<file path="src/rtl/dma_lane_sequencer.sv">
// Packs a valid/ready stream of lane payloads into DMA port words for the lane
// demultiplexer, one frame of up to NUM_LANES lanes per start command.
module dma_lane_sequencer #(
    parameter int NUM_LANES = 18,
    parameter int PAY_W     = 25,
    parameter int IDX_W     = 5
) (
    input  logic             clk,
    input  logic             rst,
    input  logic             start,
    input  logic [IDX_W-1:0] lane_count,
    input  logic             abort,
    input  logic             s_valid,
    input  logic [PAY_W-1:0] s_data,
    output logic             s_ready,
    output logic [31:0]      DMAport,
    output logic             dma_valid,
    output logic             busy,
    output logic             frame_done,
    output logic [15:0]      frame_cnt
);

    typedef enum logic [1:0] {
        IDLE   = 2'd0,
        STREAM = 2'd1,
        DONE   = 2'd2
    } state_t;

    // Index 31 addresses no lane, so the demultiplexer ignores this word.
    localparam logic [31:0]      IDLE_WORD = 32'h0000_001F;
    localparam logic [IDX_W-1:0] FULL_CNT  = IDX_W'(NUM_LANES);
    localparam logic [IDX_W-1:0] IDX_ONE   = IDX_W'(1);

    state_t           state_r;
    state_t           state_nxt_s;
    logic [IDX_W-1:0] cnt_r;
    logic [IDX_W-1:0] idx_r;
    logic             xfer_s;
    logic             first_s;
    logic             last_s;
    logic [31:0]      word_s;

    function automatic logic [IDX_W-1:0] clamp_count(input logic [IDX_W-1:0] req);
        if ((req == {IDX_W{1'b0}}) || (req > FULL_CNT)) begin
            return FULL_CNT;
        end else begin
            return req;
        end
    endfunction

    assign first_s = (idx_r == {IDX_W{1'b0}});
    assign last_s  = (idx_r == (cnt_r - IDX_ONE));
    assign word_s  = {s_data, last_s, first_s, idx_r};

    // Next-state decode plus the combinational handshake/status outputs.
    always_comb begin
        state_nxt_s = state_r;
        s_ready     = 1'b0;
        busy        = 1'b0;
        case (state_r)
            IDLE: begin
                if (start) begin
                    state_nxt_s = STREAM;
                end else begin
                    state_nxt_s = IDLE;
                end
            end
            STREAM: begin
                busy    = 1'b1;
                s_ready = !abort;
                if (abort) begin
                    state_nxt_s = IDLE;
                end else if (s_valid && last_s) begin
                    state_nxt_s = DONE;
                end else begin
                    state_nxt_s = STREAM;
                end
            end
            DONE: begin
                busy        = 1'b1;
                state_nxt_s = IDLE;
            end
            default: begin
                state_nxt_s = IDLE;
            end
        endcase
        xfer_s = s_valid && s_ready;
    end

    // State, frame bookkeeping and the registered DMA word.
    always_ff @(posedge clk) begin
        if (rst) begin
            state_r    <= IDLE;
            cnt_r      <= FULL_CNT;
            idx_r      <= {IDX_W{1'b0}};
            DMAport    <= IDLE_WORD;
            dma_valid  <= 1'b0;
            frame_done <= 1'b0;
            frame_cnt  <= 16'd0;
        end else begin
            state_r <= state_nxt_s;
            if ((state_r == IDLE) && start) begin
                cnt_r <= clamp_count(lane_count);
                idx_r <= {IDX_W{1'b0}};
            end else if (xfer_s && !last_s) begin
                idx_r <= idx_r + IDX_ONE;
            end
            if (xfer_s) begin
                DMAport   <= word_s;
                dma_valid <= 1'b1;
            end else begin
                DMAport   <= IDLE_WORD;
                dma_valid <= 1'b0;
            end
            frame_done <= (state_nxt_s == DONE);
            if (state_r == DONE) begin
                frame_cnt <= frame_cnt + 16'd1;
            end
        end
    end

endmodule

</file>
<file path="config.mk">
export PLATFORM = sky130hd
export DESIGN_NAME = dma_lane_sequencer
export DESIGN_NICKNAME = d
export VERILOG_FILES = /design/src/rtl/dma_lane_sequencer.sv
export SDC_FILE = /design/constraint.sdc
export NUM_CORES = 1
export LEC_CHECK = 0
export CORE_UTILIZATION = 39
export CTS_CLUSTER_DIAMETER = 120
export DETAILED_ROUTE_END_ITERATION = 8
export PLACE_DENSITY = 0.75
export RECOVER_POWER = 25
export SLEW_MARGIN = 10
export SYNTH_ARGS = -nofsm -noshare
export SYNTH_HDL_FRONTEND = slang
export SYNTH_SLANG_ARGS = --single-unit
</file>
<file path="constraint.sdc">
create_clock -name clk -period 1.9 [get_ports clk]
set_input_delay 0.57 -clock clk [delete_from_list [all_inputs] [get_ports clk]]
set_output_delay 0.57 -clock clk [all_outputs]
set_load 0.05 [all_outputs]
</file>
==> impl_metrics.env, run 1 <==
export IMPL_drc=0
export IMPL_crit_path_end_kind="register"
export IMPL_status="completed"
export IMPL_post_drt_wl_per_cell_um=12.2
export IMPL_overflow=0
export IMPL_worstMarginPinSlew_ns=0.621
export IMPL_worstSetupPathType="register to register"
export IMPL_die_width_um=78.9
export IMPL_synth_top_family_by_area="simple AND/OR/NAND/NOR gates"
export IMPL_hp_class="register to register"
export IMPL_avgSynthCellArea_um2=9.93
export IMPL_placed_area_mm2=0.00331
export IMPL_yosys_area_share_adder_pct=3.80
export IMPL_final_nets=384
export IMPL_power_density_mw_per_mm2=761
export IMPL_grt_pass1_wl_mm=8.44
export IMPL_wirelength_mm=5.10
export IMPL_yosysUniqueCellTypes=42
export IMPL_worstPathRequired_ns=2.11
export IMPL_p_leak_nw=1.44
export IMPL_cts_tree="yes"
export IMPL_synth_common_cells="dfxtp_1 (62), and2_1 (25), nor2_1 (24)"
export IMPL_hold_viol=0
export IMPL_n_antenna_cell=0
export IMPL_fp_dieArea_mm2=0.00622
export IMPL_yosysWarningCount=0
export IMPL_clockRootBuffer="clkbuf_8"
export IMPL_viasPerCell=4.73
export IMPL_start_util_pct=41.1
export IMPL_portBuffers=86
export IMPL_via_count=1981
export IMPL_power_mw=2.62
export IMPL_final_area_mm2=0.00344
export IMPL_synth_edff_count=0
export IMPL_htreeDepth=3
export IMPL_fmax_mhz=536
export IMPL_synth_top_area_share_pct=53.9
export IMPL_hpwl_mm=3.82
export IMPL_synth_nets=274
export IMPL_synthTopCellsByArea="dfxtp_1 (54%), and2_1 (6.8%), xor2_1 (4.2%)"
export IMPL_grt_max_degree=29
export IMPL_ant_nets=0
export IMPL_r2r_start="cnt_r[1]"
export IMPL_antenna_found_initial=0
export IMPL_holdCritStartpoint="cnt_r[1]"
export IMPL_drt_iter0_drc=72
export IMPL_synthCells=232
export IMPL_synth_compound_area_share_pct=8.20
export IMPL_gp_congestion=0.790
export IMPL_synthXorXnorAreaFrac_pct=6.84
export IMPL_yosys_area_share_simple_pct=23.5
export IMPL_synth_seq_cells=62
export IMPL_cp_startpoint="cnt_r[1]"
export IMPL_synthMuxAreaShare_pct=0.869
export IMPL_n_fill_cell=525
export IMPL_ir_drop_mv=0.519
export IMPL_arrival_ns=2.08
export IMPL_firstDrtPassIters=5
export IMPL_coreArea_mm2=0.00561
export IMPL_yosys_area_top_type="dfxtp_1"
export IMPL_cts_inserted_buffers=9
export IMPL_synth_area_mm2=0.00230
export IMPL_die_h_um=78.9
export IMPL_skew_ns=0.00582
export IMPL_final_layout_size_suffix_gt1_share_pct=20.7
export IMPL_cts_sinks=62
export IMPL_critPathMaxFanout=7
export IMPL_io_pins=87
export IMPL_rows=27
export IMPL_clock_path_buffers=2
export IMPL_maxSlewViolCount=0
export IMPL_synth_top_flop_cell="dfxtp_1"
export IMPL_hold_buffers=0
export IMPL_layout_min_cycle_time_ns=1.86
export IMPL_finalSetupViolCount=0
export IMPL_grt_total_usage_pct=18.0
export IMPL_clkLatencyLatePin_ns=0.32
export IMPL_synthArstFlopShare_pct=0
export IMPL_timing_final_crit_share_pct=98.1
export IMPL_yosysSeqAreaShare_pct=53.9
export IMPL_first_global_vias=1878
export IMPL_clk_pin_slew_ns=0.06
export IMPL_yosysMostFrequentCell="dfxtp_1"
export IMPL_cp_start_kind="register"
export IMPL_timing_max_slew_rel_slack_pct=58.8
export IMPL_drv_cap=0
export IMPL_syn_to_final_growth_pct=49.5
-- report_power, final --
group | total [mW] | internal, mW | switching [mW]
clock network | 1.07 | 0.598 | 0.472
logic | 0.227 | 0.119 | 0.108
registers | 1.32 | 1.32 | 0.00800
total | 2.62 | 2.03 | 0.588
-- sequential cells by signal, summed over array words and instances (netlist names) --
signal / flops
DMAport: 32
cnt_r: 5
dma_valid: 1
frame_cnt: 16
frame_done: 1
idx_r: 5
state_r: 2
-- cell usage in the layout, fill, tap and decap left out, types with 5 or more instances in the layout --
cell	instances
nor2_1	24
and2_1	25
nand3_1	6
xor2_1	11
nand2_1	15
buf_12	6
or3_1	5
a21oi_1	8
clkdlybuf4s50_1	33
clkbuf_1	25
nand4_1	6
buf_4	42
clkbuf_8	9
nor3_1	9
dfxtp_1	61
inv_1	8
xnor2_1	7
ha_1	6
-- cell type report --
class / count / area (um^2) / share of cell area [%]
repair buffers: 106 / 890 / 25.8
flip-flops and latches: 62 / 1240 / 36.1
well taps: 72 / 90.1 / 2.62
multi-input cells: 155 / 1010 / 29.3
clock inverters: 5 / 50.0 / 1.45
inverters: 8 / 30.0 / 0.872
clock buffers: 11 / 131 / 3.82
-- path summary, 6_finish.rpt --
path                            endpoint  slack, ns  cells past startpoint
worst max-delay path            idx_r[2]       0.04                      8
worst min register to register  cnt_r[1]       0.51                      2
worst max register to register  idx_r[2]       0.04                      8
worst min-delay path            cnt_r[1]       0.51                      2
-- through the flow --
| step | setup WS, ns | setup TNS (ns) | util, % | std cells | hold slack (ns) |
|---|---|---|---|---|---|
| CTS | 0.0133 | 0 | 62.3 | 418 | 0.512 |
| floorplan | 0.0861 | 0 | - | 232 | 0.470 |
| global route | -0.00498 | -0.00587 | 61.4 | 419 | 0.537 |
| global placement | -0.0822 | -0.379 | 58.9 | 401 | 0.485 |
| detailed placement | -0.166 | -0.612 | 58.9 | 401 | 0.503 |
| finish | 0.0357 | 0 | 61.4 | 419 | 0.511 |
-- critical path, cell delays in order (launching register included) --
cell	delay (ns)
dfxtp_1	0.33
inv_1	0.06
ha_2	0.19
and3b_1	0.18
o21a_1	0.19
o311ai_4	0.36
buf_12	0.18
a31oi_1	0.08
a41o_1	0.20
-- metal layers --
layer	GRT usage (%)	wire length, um	up-vias
met1	20.4	2210	909
met4	9.27	59	0
met5	0	0	-
li1	-	-	998
met3	6.55	332	4
met2	29.7	2490	70
-- what timing repair did --
item | 4_1_cts | 5_1_grt
setup buffers | 1 | 0
gates resized for setup | 0 | 4
pin swaps | 0 | 3
gates cloned | 0 | 1
setup endpoints to repair | 1 | 6
-- cells by family after synthesis --
logic type | count (synthesis)
AO/OA/AOI/OAI | 25
adder cells (fa/ha/maj) | 7
flip-flops | 62
multiplexers | 2
buffers and inverters | 15
XOR/XNOR | 18
AND/OR/NAND/NOR | 103
No activity file was read; power rests on OpenSTA's default activity.
==> inputs of run 2 (changes only) <==
--- a/config.mk
+++ b/config.mk
@@ -8,7 +8,7 @@
 export CORE_UTILIZATION = 39
 export CTS_CLUSTER_DIAMETER = 120
 export DETAILED_ROUTE_END_ITERATION = 8
-export PLACE_DENSITY = 0.75
+export PLACE_DENSITY = 0.77
 export RECOVER_POWER = 25
 export SLEW_MARGIN = 10
 export SYNTH_ARGS = -nofsm -noshare
==> run 2 against run 1 <==
Combinational power down 3%. Sequential power about the same. Clock skew down 0.0023 ns. Final cell count down 0.95%. Critical path depth unchanged. Hold slack worse by 0.0037 ns. Register-to-register slack better by 0.04 ns. Utilization down 0.29 points. Non-clock buffer count down 4. Fmax up 2.4%. Sequential share of layout area up 0.13 points. Routed wire length down 2.0%. Critical path type unchanged.
==> impl_metrics.env, run 2 (same netlist as run 1, synthesis figures left out) <==
export IMPL_hpwl_mm=3.76
export IMPL_fmax_mhz=549
export IMPL_cts_tree="yes"
export IMPL_rsz0062_at_grt="yes"
export IMPL_worstPathRequired_ns=2.12
export IMPL_clkLatencyLatePin_ns=0.32
export IMPL_timing_max_slew_rel_slack_pct=59.0
export IMPL_layout_min_cycle_time_ns=1.82
export IMPL_power_mw=2.79
export IMPL_drt_iter0_drc=60
export IMPL_clock_path_buffers=2
export IMPL_r2r_end="idx_r[0]"
export IMPL_grt_max_degree=29
export IMPL_p_leak_nw=1.41
export IMPL_fin_setup_tns_ns=0
export IMPL_die_width_um=78.9
export IMPL_timing_final_crit_share_pct=95.8
export IMPL_hold_depth=2
export IMPL_cp_start_kind="register"
export IMPL_overflow=0
export IMPL_arrival_ns=2.04
export IMPL_cts_sinks=62
export IMPL_wirelength_mm=5.00
export IMPL_skew_ns=0.00351
export IMPL_post_drt_wl_per_cell_um=12.0
export IMPL_viasPerCell=4.68
export IMPL_setup_ws_ns=0.0800
export IMPL_grt_total_usage_pct=17.7
export IMPL_met1_length_mm=2.13
export IMPL_hold_path_end="cnt_r[1]"
export IMPL_coreArea_mm2=0.00561
export IMPL_io_pins=87
export IMPL_final_cell_mix="dfxtp_1 (62), buf_4 (34), clkdlybuf4s50_1 (32), clkbuf_1 (29), and2_1 (25)"
export IMPL_start_util_pct=41.1
export IMPL_ir_drop_mv=0.457
export IMPL_final_common_cell="dfxtp_1"
export IMPL_hp_class="register to register"
export IMPL_crit_path_end_kind="register"
export IMPL_drv_cap=0
export IMPL_clk_pin_slew_ns=0.06
export IMPL_critPathMaxFanout=7
export IMPL_post_route_util_pct=61.1
export IMPL_largest_reg_flops=32
export IMPL_top_regs="DMAport x32, frame_cnt x16"
export IMPL_gp_congestion=0.789
export IMPL_r2r_start="cnt_r[0]"
export IMPL_fp_dieArea_mm2=0.00622
export IMPL_firstDrtPassIters=4
export IMPL_worstMarginPinSlew_ns=0.618
export IMPL_final_layout_size_suffix_gt1_share_pct=18.4
export IMPL_via_count=1942
export IMPL_die_h_um=78.9
export IMPL_clockRootBuffer="clkbuf_8"
export IMPL_grt_pass1_wl_mm=8.36
export IMPL_finalNonFillerCells=415
export IMPL_finalSetupViolCount=0
export IMPL_cts_inserted_buffers=9
export IMPL_top_layer_used="met4"
export IMPL_power_density_mw_per_mm2=814
export IMPL_antenna_found_initial=0
export IMPL_rows=27
export IMPL_hold_viol=0
export IMPL_n_antenna_cell=0
export IMPL_ant_nets=0
export IMPL_wl_met3_um=363
export IMPL_maxSlewViolCount=0
export IMPL_status="completed"
export IMPL_largest_register="DMAport"
export IMPL_first_global_vias=1960
export IMPL_reg2reg_depth=8
export IMPL_htreeDepth=3
export IMPL_holdCritStartpoint="cnt_r[1]"
export IMPL_worstSetupPathType="register to register"
export IMPL_syn_to_final_growth_pct=48.8
export IMPL_route_met2_wl_mm=2.41
export IMPL_dp_cells=398
export IMPL_portBuffers=86
export IMPL_post_place_ws_ns=-0.158
export IMPL_timing_reg2reg_setup_slack_ns=0.08
export IMPL_drc=0
export IMPL_final_nets=380
## run 2: worst max-delay path by stage
stage	start	cells past startpoint	to
6_report	cnt_r[0]	8	idx_r[0]
5_1_grt	cnt_r[1]	8	idx_r[0]
4_1_cts	cnt_r[0]	8	idx_r[0]
3_5_place_dp	abort	5	DMAport[5]
3_3_place_gp	abort	7	idx_r[3]
2_1_floorplan	cnt_r[0]	8	idx_r[4]
## run 2: stage by stage
| step | cell area [um^2] | hold slack (ns) |
|---|---|---|
| after floorplan | 2310 | 0.470 |
| after global placement | 3300 | 0.490 |
| after detailed placement | 3300 | 0.496 |
| after CTS | 3520 | 0.508 |
| after global routing | 3430 | 0.540 |
| final | 3430 | 0.508 |
## run 2: critical path, stage by stage (launching register included)
cell	delay, ns
dfxtp_1	0.33
inv_1	0.05
ha_2	0.20
and3b_1	0.18
o21a_1	0.21
o311ai_4	0.37
buf_4	0.21
a211o_1	0.12
nand2_1	0.04
## run 2: timing repair
item,in CTS,in global routing
endpoints found under the setup margin,2,6
hold buffers,0,0
pin swaps,1,2
setup buffers,1,0
gates resized for setup,0,3
## run 2: layout make-up
cell class                 count  area, um^2
clock inverter                 4        70.1
clock buffer                  12         145
timing repair buffer         102         840
sequential                    62        1240
fill                         538        2180
multi-input combinational    155        1010
inverter                       8        30.0
tap                           72        90.1
## run 2: where the power goes
group	internal [mW]	total (mW)	switching [mW]
Combinational	0.114	0.221	0.106
Sequential	1.32	1.32	0.00783
Clock	0.771	1.25	0.475
Total	2.20	2.79	0.589
## run 2: metal layers
metal / global-route usage [%] / up-vias
met4: 11.5 / 0
met1: 19.3 / 883
li1: - / 992
met5: 0 / -
met2: 28.9 / 59
met3: 6.67 / 8
